==> config.mk <==
export PLATFORM = sky130hd
export DESIGN_NAME = spi_slave_dev_flat
export DESIGN_NICKNAME = d
export VERILOG_FILES = /design/src/rtl/spi_slave_dev_if.sv /design/src/rtl/spi_slave_dev.sv /design/src/flat_wrapper.sv
export SDC_FILE = /design/constraint.sdc
export NUM_CORES = 1
export LEC_CHECK = 0
export ABC_CLOCK_PERIOD_IN_PS = 10700
export CAP_MARGIN = 10
export CORE_MARGIN = 4
export CORE_UTILIZATION = 46
export CTS_CLUSTER_DIAMETER = 200
export CTS_CLUSTER_SIZE = 25
export DETAILED_ROUTE_END_ITERATION = 7
export DONT_BUFFER_PORTS = 1
export PLACE_DENSITY = 0.68
export SETUP_SLACK_MARGIN = 0.4
export SLEW_MARGIN = 20
export SYNTH_ARGS = -nofsm -noshare
export SYNTH_HDL_FRONTEND = slang
export SYNTH_SLANG_ARGS = --single-unit
==> constraint.sdc <==
create_clock -name clk_i -period 10.7 [get_ports clk_i]
set_clock_uncertainty 0.2 [all_clocks]
set_input_delay 2.675 -clock clk_i [delete_from_list [all_inputs] [get_ports clk_i]]
set_output_delay 2.675 -clock clk_i [all_outputs]
set_load 0.03 [all_outputs]
==> src/rtl/spi_slave_dev_if.sv <==
// Bus bundle for the SPI slave device: the serial pins toward the SPI master
// and the parallel word/status interface toward the local host logic.
interface spi_slave_dev_if;
  logic        sclk_i;
  logic        mosi_i;
  logic        cs_i;
  logic        miso_o;
  logic [31:0] data_rx_bo;
  logic        data_rx_wr_o;
  logic [31:0] data_tx_bi;
  logic        data_tx_wr_i;
  logic        busy_o;
  logic        tx_empty_o;
  logic        underrun_o;
  logic        frame_err_o;

  // Seen from the slave device itself
  modport slave (
    input  sclk_i, mosi_i, cs_i, data_tx_bi, data_tx_wr_i,
    output miso_o, data_rx_bo, data_rx_wr_o, busy_o, tx_empty_o,
           underrun_o, frame_err_o
  );

  // Seen from whatever drives the device (SPI master plus host)
  modport master (
    output sclk_i, mosi_i, cs_i, data_tx_bi, data_tx_wr_i,
    input  miso_o, data_rx_bo, data_rx_wr_o, busy_o, tx_empty_o,
           underrun_o, frame_err_o
  );
endinterface

==> src/rtl/spi_slave_dev.sv <==
// SPI mode-0 slave, MSB first, 32-bit words. The SPI pins are oversampled
// by clk_i through synchronizer chains; all edges are found by comparing the
// synchronized value with its copy from the previous cycle. A single TX
// holding register feeds the shift register at frame start and again after
// every completed word, so words can stream back-to-back under one cs low.
module spi_slave_dev #(
  parameter int SYNC_STAGES = 2
) (
  input  logic           clk_i,
  input  logic           rst_i,
  spi_slave_dev_if.slave bus
);

  typedef enum logic {ST_IDLE, ST_SHIFT} state_t;

  logic [SYNC_STAGES-1:0] r_sclk_sync;
  logic [SYNC_STAGES-1:0] r_mosi_sync;
  logic [SYNC_STAGES-1:0] r_cs_sync;
  logic                   r_sclk_prev;
  logic                   r_cs_prev;

  state_t      r_state;
  state_t      w_state_next;
  logic [4:0]  r_bit_cnt;
  logic [31:0] r_rx_shift;
  logic [31:0] r_rx_data;
  logic        r_rx_wr;
  logic        r_frame_err;
  logic [31:0] r_tx_shift;
  logic [31:0] r_tx_hold;
  logic        r_tx_full;
  logic        r_underrun;
  logic        r_reload_pend;

  logic        w_sclk_s, w_mosi_s, w_cs_s;
  logic        w_sclk_rise, w_sclk_fall, w_cs_fall, w_cs_rise;
  logic        w_start, w_end, w_rise, w_fall, w_tx_load;
  logic [31:0] w_tx_load_val;

  assign w_sclk_s    = r_sclk_sync[SYNC_STAGES-1];
  assign w_mosi_s    = r_mosi_sync[SYNC_STAGES-1];
  assign w_cs_s      = r_cs_sync[SYNC_STAGES-1];
  assign w_sclk_rise = w_sclk_s & ~r_sclk_prev;
  assign w_sclk_fall = ~w_sclk_s & r_sclk_prev;
  assign w_cs_fall   = ~w_cs_s & r_cs_prev;
  assign w_cs_rise   = w_cs_s & ~r_cs_prev;

  // Synchronize the SPI pins and keep previous-cycle copies for edge detection
  always_ff @(posedge clk_i or posedge rst_i) begin
    if (rst_i) begin
      r_sclk_sync <= '0;
      r_mosi_sync <= '0;
      r_cs_sync   <= '1;
      r_sclk_prev <= 1'b0;
      r_cs_prev   <= 1'b1;
    end else begin
      r_sclk_sync <= {r_sclk_sync[SYNC_STAGES-2:0], bus.sclk_i};
      r_mosi_sync <= {r_mosi_sync[SYNC_STAGES-2:0], bus.mosi_i};
      r_cs_sync   <= {r_cs_sync[SYNC_STAGES-2:0], bus.cs_i};
      r_sclk_prev <= w_sclk_s;
      r_cs_prev   <= w_cs_s;
    end
  end

  // State register
  always_ff @(posedge clk_i or posedge rst_i) begin
    if (rst_i) r_state <= ST_IDLE;
    else       r_state <= w_state_next;
  end

  // Next state and per-cycle control strobes; cs rising wins over any sclk edge
  always_comb begin
    w_state_next  = r_state;
    w_start       = 1'b0;
    w_end         = 1'b0;
    w_rise        = 1'b0;
    w_fall        = 1'b0;
    case (r_state)
      ST_IDLE: begin
        if (w_cs_fall) begin
          w_start      = 1'b1;
          w_state_next = ST_SHIFT;
        end
      end
      ST_SHIFT: begin
        if (w_cs_rise) begin
          w_end        = 1'b1;
          w_state_next = ST_IDLE;
        end else begin
          w_rise = w_sclk_rise;
          w_fall = w_sclk_fall;
        end
      end
      default: w_state_next = ST_IDLE;
    endcase
    w_tx_load     = w_start | (w_fall & r_reload_pend);
    w_tx_load_val = r_tx_full ? r_tx_hold : 32'h0;
  end

  // Receive path: bit counter, RX shift register, completed-word output
  always_ff @(posedge clk_i or posedge rst_i) begin
    if (rst_i) begin
      r_bit_cnt   <= '0;
      r_rx_shift  <= '0;
      r_rx_data   <= '0;
      r_rx_wr     <= 1'b0;
      r_frame_err <= 1'b0;
    end else begin
      r_rx_wr     <= 1'b0;
      r_frame_err <= w_end && (r_bit_cnt != 5'd0);
      if (w_start) begin
        r_bit_cnt <= '0;
      end else if (w_rise) begin
        r_rx_shift <= {r_rx_shift[30:0], w_mosi_s};
        r_bit_cnt  <= r_bit_cnt + 5'd1;
        if (r_bit_cnt == 5'd31) begin
          r_rx_data <= {r_rx_shift[30:0], w_mosi_s};
          r_rx_wr   <= 1'b1;
        end
      end
    end
  end

  // Transmit path: shift on sclk falling, reload at frame start and after each word
  always_ff @(posedge clk_i or posedge rst_i) begin
    if (rst_i) begin
      r_tx_shift    <= '0;
      r_reload_pend <= 1'b0;
    end else begin
      if (w_tx_load)     r_tx_shift <= w_tx_load_val;
      else if (w_fall)   r_tx_shift <= {r_tx_shift[30:0], 1'b0};
      if (w_tx_load)     r_reload_pend <= 1'b0;
      else if (w_rise && r_bit_cnt == 5'd31) r_reload_pend <= 1'b1;
    end
  end

  // Holding register and underrun flag; a host write wins over a coincident load
  always_ff @(posedge clk_i or posedge rst_i) begin
    if (rst_i) begin
      r_tx_hold  <= '0;
      r_tx_full  <= 1'b0;
      r_underrun <= 1'b0;
    end else if (bus.data_tx_wr_i) begin
      r_tx_hold  <= bus.data_tx_bi;
      r_tx_full  <= 1'b1;
      r_underrun <= 1'b0;
    end else if (w_tx_load) begin
      r_tx_full <= 1'b0;
      if (!r_tx_full) r_underrun <= 1'b1;
    end
  end

  assign bus.miso_o       = (r_state == ST_SHIFT) & r_tx_shift[31];
  assign bus.data_rx_bo   = r_rx_data;
  assign bus.data_rx_wr_o = r_rx_wr;
  assign bus.busy_o       = (r_state == ST_SHIFT);
  assign bus.tx_empty_o   = ~r_tx_full;
  assign bus.underrun_o   = r_underrun;
  assign bus.frame_err_o  = r_frame_err;

endmodule

==> src/flat_wrapper.sv <==
// flat-port wrapper written by rule: the top's interface ports become plain ports
module spi_slave_dev_flat 
#(
  parameter int SYNC_STAGES = 2
)
  (clk_i, rst_i, bus_sclk_i, bus_mosi_i, bus_cs_i, bus_data_tx_bi, bus_data_tx_wr_i, bus_miso_o, bus_data_rx_bo, bus_data_rx_wr_o, bus_busy_o, bus_tx_empty_o, bus_underrun_o, bus_frame_err_o);
  spi_slave_dev_if bus_i ();
  input  logic clk_i;
  input  logic rst_i;
  input wire logic [$bits(bus_i.sclk_i)-1:0] bus_sclk_i;
  input wire logic [$bits(bus_i.mosi_i)-1:0] bus_mosi_i;
  input wire logic [$bits(bus_i.cs_i)-1:0] bus_cs_i;
  input wire logic [$bits(bus_i.data_tx_bi)-1:0] bus_data_tx_bi;
  input wire logic [$bits(bus_i.data_tx_wr_i)-1:0] bus_data_tx_wr_i;
  output wire logic [$bits(bus_i.miso_o)-1:0] bus_miso_o;
  output wire logic [$bits(bus_i.data_rx_bo)-1:0] bus_data_rx_bo;
  output wire logic [$bits(bus_i.data_rx_wr_o)-1:0] bus_data_rx_wr_o;
  output wire logic [$bits(bus_i.busy_o)-1:0] bus_busy_o;
  output wire logic [$bits(bus_i.tx_empty_o)-1:0] bus_tx_empty_o;
  output wire logic [$bits(bus_i.underrun_o)-1:0] bus_underrun_o;
  output wire logic [$bits(bus_i.frame_err_o)-1:0] bus_frame_err_o;
  assign bus_i.sclk_i = bus_sclk_i;
  assign bus_i.mosi_i = bus_mosi_i;
  assign bus_i.cs_i = bus_cs_i;
  assign bus_i.data_tx_bi = bus_data_tx_bi;
  assign bus_i.data_tx_wr_i = bus_data_tx_wr_i;
  assign bus_miso_o = bus_i.miso_o;
  assign bus_data_rx_bo = bus_i.data_rx_bo;
  assign bus_data_rx_wr_o = bus_i.data_rx_wr_o;
  assign bus_busy_o = bus_i.busy_o;
  assign bus_tx_empty_o = bus_i.tx_empty_o;
  assign bus_underrun_o = bus_i.underrun_o;
  assign bus_frame_err_o = bus_i.frame_err_o;
  spi_slave_dev #(.SYNC_STAGES(SYNC_STAGES)) u_core (.clk_i(clk_i), .rst_i(rst_i), .bus(bus_i));
endmodule
==> qor.yml <==
clocking:
  cts.repair_timing.setup_buffer_count: 0
  cts_tree: "built"
  ctsResizeCount: 0
  clkTransAtPathRegs_ps: 60
  ctsHoldBuffers: 0
  clockBufferDepth: 2
  cts-root-buf: "sky130_fd_sc_hd__clkbuf_16"
  cts_made_buffers: 17
  cts_max_level: 4
  insertion_delay_ps: 410
  cts.sinks: 146
pwr:
  combinationalPowerShare_pct: 9.8
  cell_internal_pwr_uw: 1080
  switchingPower_uw: 312
  largest_vdd_supply_drop_mv: 0.135
  power.share.clock_pct: 42.8
  power.switching_fraction_pct: 22.5
  power.sequential.fraction_pct: 47.3
  power_density_over_the_cells_nw_per_um2: 215
  total_leakage_power_uw: 0.00318
place:
  detailed_place.area_um2: 5860
  routabilityCongestion: 0.795
  dpl_worst_slack_ps: 6350
  io_buffers: 0
  hpwl_mm: 6.28
setup_path:
  path_class: "reg -> out"
  cp_max_fo: 11
  cp-start-kind: "register"
  crit_path_end_kind: "output port"
  worst-endpoint-arrival_ps: 1900
  critPathRequiredTime_ps: 7830
run_status:
  run_status: "complete, no violations"
routing:
  post_drt_via_cell_ratio: 5.35
  drc_errors: 0
  ant_nets: 0
  firstDrtPassIters: 8
  dr_total_vias: 3152
  routed_wl_mm: 9.82
  wl_per_cell_um: 16.7
  drt_iter0_markers: 398
synth:
  seq_area_frac_synth_pct: 63.6
  synth_adder_area_share_pct: 0.653
  synthXorXnorAreaFrac_pct: 0
  synth_top_cells_by_area: "sky130_fd_sc_hd__dfrtp_1, sky130_fd_sc_hd__mux2_2, sky130_fd_sc_hd__a222oi_1"
  synth.distinct_cells: 33
  post_synth_mux_area_share_pct: 19.5
  synth_top_family_by_area: "multiplexers"
  synthesis.nets: 453
  synth_top_cell_area_share_pct: 62.2
  synth_compound_area_share_pct: 6.46
  syn_inst: 412
  avgSynthCellArea_um2: 14.0
  synth_largest_area_cell: "sky130_fd_sc_hd__dfrtp_1"
  ys_seq_elements: 146
  simple_gate_share_of_the_synthesized_area_pct: 4.66
  synthesis.area_um2: 5750
  yosys_warnings: 0
cells_and_area:
  final_nets: 449
  final_core_util_pct: 53.3
  syn_to_final_growth_pct: 12.2
  most-common-layout-cells: "sky130_fd_sc_hd__dfrtp_1, sky130_fd_sc_hd__mux2_2, sky130_fd_sc_hd__inv_1"
  layout.area.seq_um2: 3660
  layout_commonest_cell: "sky130_fd_sc_hd__dfrtp_1"
  final_layout_size_suffix_gt1_share_pct: 31.8
  multi_input_comb_area_um2: 1810
  nFillCells: 1011
  antenna_cells: 0
  final_design_area_no_fill_um2: 6450
timing:
  final.hold.worst_slack_ps: 147
  timing.fmax_mhz: 209
  period_share_pct: 44.7
  period_needed_ps: 4780
  worst_slew_pin_slew_ps: 1030
  rsz_0062_raised_after_global_routing: "false"
  setup-violations-final: 0
  timing_max_transition_violations_final: 0
  worst_slew_margin_rel_pct: 31.5
  worst_slack_ps: 5920
  endpoints_failing_hold: 0
  final_tns_setup_ps: 0
die:
  floorplan.initialDensity_pct: 47.5
  io_pins: 76
  die_width_um: 120
  rows: 40
  design.die.area_um2: 14400
  floorplan.die.height_um: 120
  core_region_area_um2: 12100
global_route:
  grt_first_pass_wirelength_mm: 16.8
  number_of_antenna_violations_at_the_first_check_in_global_routing: 2
  global_route.overflow_total: 0
  first_global_vias: 3270
  grt_start_max_net_pins: 81
  groute.usage.overall_pct: 14.8
flow_run:
  maxCapViolCount: 0
worst_hold_path:
  hold_path.class: "reg -> reg"
==> cell families (layout without fill, tap and decap cells) <==
logic type | count (synthesis) | after routing
compound gates | 40 | 40
fa+ha+maj | 3 | 3
buf+inv | 68 | 77
flops | 146 | 146
mux | 100 | 100
simple gates | 55 | 55
==> worst max-delay path: stages (launching register included) <==
cell and delay, ps:
sky130_fd_sc_hd__dfrtp_1 740, sky130_fd_sc_hd__inv_1 200, sky130_fd_sc_hd__nor2_1 560
==> cell usage after synthesis <==
cell,number
sky130_fd_sc_hd__dfrtp_1,143
sky130_fd_sc_hd__mux2_2,96
sky130_fd_sc_hd__inv_1,41
sky130_fd_sc_hd__nand2_1,34
sky130_fd_sc_hd__a222oi_1,31
sky130_fd_sc_hd__buf_2,11
sky130_fd_sc_hd__clkbuf_1,9
sky130_fd_sc_hd__mux2i_1,4
sky130_fd_sc_hd__buf_1,3
sky130_fd_sc_hd__buf_6,3
sky130_fd_sc_hd__dfstp_2,3
sky130_fd_sc_hd__ha_1,3
sky130_fd_sc_hd__nand2b_1,3
sky130_fd_sc_hd__nor2_1,3
sky130_fd_sc_hd__nor2b_1,3
sky130_fd_sc_hd__a31oi_1,2
sky130_fd_sc_hd__nand3_1,2
sky130_fd_sc_hd__nor4_1,2
sky130_fd_sc_hd__o21ai_0,2
sky130_fd_sc_hd__a21oi_1,1
sky130_fd_sc_hd__a22o_1,1
sky130_fd_sc_hd__a41o_1,1
sky130_fd_sc_hd__and3_1,1
sky130_fd_sc_hd__and4_1,1
sky130_fd_sc_hd__buf_4,1
sky130_fd_sc_hd__nand4_1,1
sky130_fd_sc_hd__nand4_2,1
sky130_fd_sc_hd__nor3_1,1
sky130_fd_sc_hd__nor3b_2,1
sky130_fd_sc_hd__nor4b_1,1
sky130_fd_sc_hd__o211ai_1,1
sky130_fd_sc_hd__o21a_1,1
sky130_fd_sc_hd__or3b_2,1
==> metal layers <==
metal,up-vias,GRT usage (%),wire (µm)
met5,-,0,27
met3,11,7.35,774
met2,89,21.7,4550
met1,1586,19.2,4380
met4,4,5.15,87
li1,1462,-,-
==> power by group through the flow <==
| stage | sequential [µW] | combinational, µW | clock [µW] |
|---|---|---|---|
| global placement | 664 | 131 | 0 |
| floorplan | 653 | 122 | 0 |
| CTS | 657 | 139 | 611 |
| global route | 665 | 156 | 638 |
| detailed placement | 667 | 138 | 0 |
| finish | 657 | 136 | 595 |
==> flip-flops by register name, summed over array words and instances (netlist names) <==
register / cells
u_core.r_tx_hold: 32
u_core.r_reload_pend: 1
u_core.r_tx_full: 1
u_core.r_bit_cnt: 5
u_core.bus.data_rx_wr_o: 1
u_core.r_sclk_prev: 1
u_core.r_tx_shift: 32
u_core.bus.underrun_o: 1
u_core.r_rx_shift: 31
u_core.r_sclk_sync: 2
u_core.bus.data_rx_bo: 32
u_core.bus.frame_err_o: 1
u_core.r_cs_sync: 2
u_core.r_cs_prev: 1
u_core.bus.busy_o: 1
u_core.r_mosi_sync: 2
==> layout make-up <==
class                           count  share of cell area, %
Clock inverter                      8                   2.17
Tap cell                          168                   3.26
Inverter                           41                   2.46
Multi-Input combinational cell    198                   28.0
Clock buffer                       24                   7.00
Timing Repair Buffer                4                  0.465
Sequential cell                   146                   56.7
==> path summary, 6_finish.rpt <==
check                                           startpoint                                    to  slack, ps  cells past startpoint
max in group asynchronous                            rst_i       u_core.r_bit_cnt[0]$_DFFE_PP0P_       6940                      2
hold reg to reg            u_core.r_mosi_sync[0]$_DFF_PP0_       u_core.r_mosi_sync[1]$_DFF_PP0_        150                      0
hold / removal             u_core.r_mosi_sync[0]$_DFF_PP0_       u_core.r_mosi_sync[1]$_DFF_PP0_        150                      0
min in group asynchronous                            rst_i  u_core.bus.data_rx_bo[1]$_DFFE_PP0P_       1980                      1
setup reg to reg               u_core.bus.busy_o$_DFF_PP0_     u_core.r_tx_shift[21]$_DFFE_PP0P_       8320                      4
setup / recovery               u_core.bus.busy_o$_DFF_PP0_                            bus_miso_o       5920                      2
==> per-stage QoR <==
step | std cells | total power, µW
floorplan | 412 | 775
global placement | 557 | 795
detailed placement | 557 | 804
CTS | 589 | 1410
global route | 589 | 1460
finish | 589 | 1390
(Power assumes the default switching activity.)
